## src/rtl/izigzag_buffer.sv

```systemverilog
// Inverse-zigzag reorder buffer: takes 8x8 coefficient blocks in JPEG zigzag order and emits
// them in raster order through two ping-pong banks. Optional flush input: define IZZ_FLUSH_EN.
module izigzag_buffer #(
  parameter int COEFF_W = 12
) (
  input  logic               clk,
  input  logic               rst,
  input  logic               ena,
`ifdef IZZ_FLUSH_EN
  input  logic               flush,
`endif
  input  logic               din_valid,
  input  logic [COEFF_W-1:0] din,
  output logic               din_ready,
  output logic               dout_valid,
  output logic [COEFF_W-1:0] dout,
  output logic [5:0]         dout_idx,
  output logic               dout_last,
  input  logic               dout_ready
);

  // Zigzag position -> raster index.
  localparam logic [5:0] ZZ [0:63] = '{
    6'd0,  6'd1,  6'd8,  6'd16, 6'd9,  6'd2,  6'd3,  6'd10,
    6'd17, 6'd24, 6'd32, 6'd25, 6'd18, 6'd11, 6'd4,  6'd5,
    6'd12, 6'd19, 6'd26, 6'd33, 6'd40, 6'd48, 6'd41, 6'd34,
    6'd27, 6'd20, 6'd13, 6'd6,  6'd7,  6'd14, 6'd21, 6'd28,
    6'd35, 6'd42, 6'd49, 6'd56, 6'd57, 6'd50, 6'd43, 6'd36,
    6'd29, 6'd22, 6'd15, 6'd23, 6'd30, 6'd37, 6'd44, 6'd51,
    6'd58, 6'd59, 6'd52, 6'd45, 6'd38, 6'd31, 6'd39, 6'd46,
    6'd53, 6'd60, 6'd61, 6'd54, 6'd47, 6'd55, 6'd62, 6'd63
  };

  logic [COEFF_W-1:0] mem [0:127];
  logic [5:0]         wr_cnt;
  logic [5:0]         rd_cnt;
  logic               wr_bank;
  logic               rd_bank;
  logic [1:0]         full;
  logic               flush_req;
  logic               accept;
  logic               fetch;
  logic               wr_done;
  logic               rd_done;

`ifdef IZZ_FLUSH_EN
  assign flush_req = ena & flush;
`else
  assign flush_req = 1'b0;
`endif

  assign din_ready = ena & ~rst & ~full[wr_bank] & ~flush_req;
  assign accept    = din_valid & din_ready;
  assign fetch     = ena & full[rd_bank] & (~dout_valid | dout_ready);
  assign wr_done   = accept & (wr_cnt == 6'd63);
  assign rd_done   = fetch & (rd_cnt == 6'd63);

  // Storage has no reset so it maps onto block RAM; the full[] flags guard against stale reads.
  always_ff @(posedge clk) begin
    if (accept)
      mem[{wr_bank, ZZ[wr_cnt]}] <= din;
  end

  always_ff @(posedge clk or posedge rst) begin
    if (rst) begin
      wr_cnt  <= 6'd0;
      wr_bank <= 1'b0;
    end else if (flush_req) begin
      wr_cnt  <= 6'd0;
    end else if (accept) begin
      wr_cnt <= wr_cnt + 6'd1;
      if (wr_done)
        wr_bank <= ~wr_bank;
    end
  end

  always_ff @(posedge clk or posedge rst) begin
    if (rst) begin
      rd_cnt  <= 6'd0;
      rd_bank <= 1'b0;
    end else if (fetch) begin
      rd_cnt <= rd_cnt + 6'd1;
      if (rd_done)
        rd_bank <= ~rd_bank;
    end
  end

  // Writer only targets a non-full bank and reader only a full one, so set and clear never collide.
  for (genvar gi = 0; gi < 2; gi++) begin : g_full
    always_ff @(posedge clk or posedge rst) begin
      if (rst)
        full[gi] <= 1'b0;
      else if (wr_done && (wr_bank == 1'(gi)))
        full[gi] <= 1'b1;
      else if (rd_done && (rd_bank == 1'(gi)))
        full[gi] <= 1'b0;
    end
  end

  always_ff @(posedge clk or posedge rst) begin
    if (rst) begin
      dout_valid <= 1'b0;
      dout       <= '0;
      dout_idx   <= 6'd0;
      dout_last  <= 1'b0;
    end else if (fetch) begin
      dout_valid <= 1'b1;
      dout       <= mem[{rd_bank, rd_cnt}];
      dout_idx   <= rd_cnt;
      dout_last  <= (rd_cnt == 6'd63);
    end else if (ena && dout_valid && dout_ready) begin
      dout_valid <= 1'b0;
    end
  end

endmodule

```

## config.mk

```make
export PLATFORM = sky130hd
export DESIGN_NAME = izigzag_buffer
export DESIGN_NICKNAME = d
export VERILOG_FILES = /design/src/rtl/izigzag_buffer.sv
export SDC_FILE = /design/constraint.sdc
export NUM_CORES = 2
export LEC_CHECK = 0
export BUFFER_PORTS_ARGS = -buffer_cell sky130_fd_sc_hd__buf_2
export CORE_MARGIN = 3
export CORE_UTILIZATION = 55
export CTS_BUF_LIST = sky130_fd_sc_hd__clkbuf_4 sky130_fd_sc_hd__clkbuf_8
export DETAILED_ROUTE_END_ITERATION = 16
export PLACE_DENSITY = 0.71
export SLEW_MARGIN = 20
export SYNTH_ARGS = -nofsm -noshare
export SYNTH_HDL_FRONTEND = slang
export SYNTH_SLANG_ARGS = --single-unit
```

## constraint.sdc

```tcl
create_clock -name clk -period 4.45 [get_ports clk]
set_clock_uncertainty 0.2 [all_clocks]
set_input_delay 0.89 -clock clk [delete_from_list [all_inputs] [get_ports clk]]
set_output_delay 0.89 -clock clk [all_outputs]
set_load 0.05 [all_outputs]
```

==> impl_metrics.yaml <==
layout:
  layout.cells.non_filler: 5027
  num-nets-final: 3377
  layout-drive-gt1-share_pct: 30.1
  n_fill_cell: 7529
  utilization_pct: 63.0
  syn_to_final_growth_pct: 13.3
critical_path:
  cpMaxStageDelayCell: "a2111oi_0"
  cp.arrival_ns: 4.99
  crit_required_ns: 5.08
  endpoint_kind: "flop"
  crit_path_start_kind: "flop"
  cpMostUsedCell: "buf_4"
  crit_fanout: 34
  critPathMaxStageDelay_ns: 1.01
  crit_path_cell_trace: "buf_12, nand3_1, o22ai_1, a2111oi_1, buf_4, a2111oi_0, buf_4, o32a_1, o31a_1"
  r2r_slack_ns: 0.09
  critPathKind: "reg -> reg"
logic_synthesis:
  synth_edf_count: 1536
  synth-seq-area-share_pct: 76.1
  ys_ff_latch: 1572
  yosysMostFrequentCell: "edfxtp_1"
  postSynth.asyncResetShare_pct: 2.29
  synthTopCellsByCount: "edfxtp_1, mux4_2, mux2i_1"
  netlist_area_mm2: 0.0618
  synthesis.instances: 2986
  syn_nets: 3022
  yosys-top-cells-area: "edfxtp_1, mux4_2, mux2i_1, dfrtp_1, nor2_1"
  synth_warnings: 0
  yosysTopAreaCellShare_pct: 74.6
  synthFlopType: "edfxtp_1"
  synth.distinct_cells: 72
  avgSynthCellArea_um2: 20.7
  synth_top_area_cell: "edfxtp_1"
power_and_ir_drop:
  netSwitchingFraction_pct: 23.9
  ir_worst_vdd_mv: 0.282
  cellLeakagePower_uw: 0.0225
  seq_power_share_pct: 52.5
  pwr-share-comb_pct: 9.6
  powerDensity_mw_per_mm2: 450
  p_clk_share_pct: 38.0
  power_switching_uw: 7540
  intPower_uw: 24000
die:
  dieArea_mm2: 0.116
  coreArea_mm2: 0.111
  io_pins: 38
  initial_utilization_pct: 55.6
  die_w_um: 341
  row_count: 122
  fp.dieH_um: 341
clock_tree:
  cts_num_sinks: 1572
  cts_root_buf: "clkbuf_8"
  cts_tree: "yes"
  cts_buffers: 237
  post_cts_buffers: 0
  htree_levels: 4
  worstSkewPairLatency_ns: 0.89
  clk_path_buf_depth: 3
  path_clk_slew_ns: 0.06
timing:
  worst_slew_pin_slew_ns: 1.22
  finalCriticalPeriod_ns: 4.36
  finalSetupViolations: 0
  slew_headroom_pct: 16.3
  max_freq_ghz: 0.229
  fin_setup_tns_ns: 0
  maxSlewViolCount: 0
  fin_crit_sh_pct: 98.0
  rsz0062_at_grt: "false"
  hold_violations: 0
routing:
  wl_mm: 155
  firstDrtPassIters: 6
  vias_per_cell: 6.41
  drt.antenna.violating_nets: 0
  drc: 0
  wl_per_cell_um: 30.7
  first_iter_violations: 3829
  num_vias: 32200
placement:
  portBuffers: 37
  hpwl_mm: 95.1
  globalplace.congestion: 0.895
  post-place-cells: 4588
flow_run:
  maxCapViolCount: 0
global_routing:
  grt_overflow: 0
  grt_max_degree: 129
  grt_pass1_vias: 32700
  gr-usage-all-layers_pct: 26.9
  grt_pass1_wl_mm: 227
  antenna_found_initial: 2
outcome:
  outcome: "completed"
min_path:
  hp-class: "in -> reg"
-- metrics by stage --
stage | hold WS (ns) | cell area [µm²] | power [µW] | setup slack [ns]
after floorplan | 0.296 | 61800 | 18500 | 0.360
after global placement | 0.285 | 65100 | 19700 | 0.0979
after detailed placement | 0.296 | 65100 | 19800 | 0.178
after CTS | 0.0296 | 70000 | 31600 | 0.155
after global routing | 0.106 | 70000 | 32500 | 0.0228
final | 0.117 | 70000 | 31500 | 0.0893
-- what timing repair did --
action,4_1_cts,5_1_grt
hold endpoints to repair,36,0
hold buffers,1,0
resized for setup,0,0
-- cells by family (layout without fill, tap and decap cells) --
group | after synthesis | after routing | share of synthesized area, %
AO/OA/AOI/OAI | 345 | 345 | 4.08
buffers and inverters | 190 | 742 | 1.70
flip-flops | 1572 | 1572 | 76.1
adder cells (fa/ha/maj) | 19 | 19 | 0.385
other | 0 | 1 | 0
multiplexers | 533 | 533 | 15.2
AND/OR/NAND/NOR | 316 | 316 | 2.39
XOR/XNOR | 11 | 11 | 0.156
-- per-layer routing --
layer / wire length, µm / global-route usage (%) / up-vias / part of all wire (%)
met3: 16000 / 6.52 / 308 / 10
met2: 73600 / 41.3 / 1873 / 48
li1: - / - / 13200 / -
met4: 5810 / 10.5 / 0 / 3.8
met5: 0 / 0 / - / 0
met1: 59100 / 38.0 / 16800 / 38
-- final timing paths --
check	startpoint	end	cells after the start
min in group asynchronous	rst	wr_cnt[4]	4
setup reg to reg	rd_cnt[0]	dout[2]	9
setup / recovery	rd_cnt[0]	dout[2]	9
hold / removal	ena	dout_valid	2
hold reg to reg	dout_idx[0]	dout_idx[0]	1
max in group asynchronous	rst	rd_cnt[1]	4
-- flip-flops by register name (all words and copies together), names as in the netlist --
register	cells
mem	1536
dout	12
dout_idx	6
rd_cnt	6
wr_cnt	6
full	2
dout_last	1
dout_valid	1
rd_bank	1
wr_bank	1
-- layout by cell type (no fill, tap or decap), types with 6 or more instances in the layout --
cell | netlist | layout
nor4_1 | 6 | 6
a22oi_1 | 68 | 68
nand2_1 | 44 | 44
clkbuf_4 | 0 | 78
nor2b_1 | 27 | 23
nand2b_1 | 10 | 10
mux2i_1 | 187 | 187
buf_12 | 0 | 22
nor3_1 | 13 | 13
clkbuf_8 | 0 | 243
buf_2 | 59 | 25
nor2_1 | 153 | 131
o221ai_1 | 14 | 14
o22ai_1 | 18 | 18
mux2_2 | 22 | 22
ha_1 | 19 | 19
nand3_1 | 20 | 20
clkinv_1 | 0 | 59
a21oi_1 | 62 | 61
buf_4 | 46 | 240
a22o_1 | 17 | 17
mux4_2 | 321 | 321
o21ai_0 | 29 | 29
clkinv_2 | 0 | 29
nor2_2 | 10 | 32
and2_1 | 7 | 7
xnor2_1 | 7 | 7
dfrtp_1 | 36 | 32
a211oi_1 | 27 | 27
a211o_1 | 8 | 8
bufinv_16 | 0 | 13
a2111oi_0 | 22 | 20
a221oi_1 | 32 | 32
inv_1 | 14 | 13
edfxtp_1 | 1536 | 1536
-- cell type report --
type / count / area [µm²] / area share [%]
Timing Repair Buffer: 291 / 2430 / 3.47
Sequential cell: 1572 / 47000 / 67.2
Multi-Input combinational cell: 1224 / 13800 / 19.7
Tap cell: 1488 / 1860 / 2.66
Antenna cell: 1 / 2.50 / 0.00357
Inverter: 15 / 60.1 / 0.0857
Clock inverter: 115 / 895 / 1.28
Clock buffer: 321 / 3930 / 5.61
-- power by group through the flow --
| stage | Combinational, µW | Sequential (µW) | Clock (µW) |
|---|---|---|---|
| 6_report | 3010 | 16500 | 12000 |
| 2_1_floorplan | 1730 | 16800 | 0 |
| 5_1_grt | 3170 | 16500 | 12800 |
| 4_1_cts | 2940 | 16500 | 12100 |
| 3_5_place_dp | 2930 | 16800 | 0 |
| 3_3_place_gp | 2840 | 16800 | 0 |
-- worst max-delay path: cells and delay by family (launching register included) --
kind | cells | cell delay, ns
flops | 1 | 0.96
simple gates | 1 | 0.46
compound gates | 5 | 1.77
buf+inv | 3 | 0.83
No activity file was read; power rests on OpenSTA's default activity.
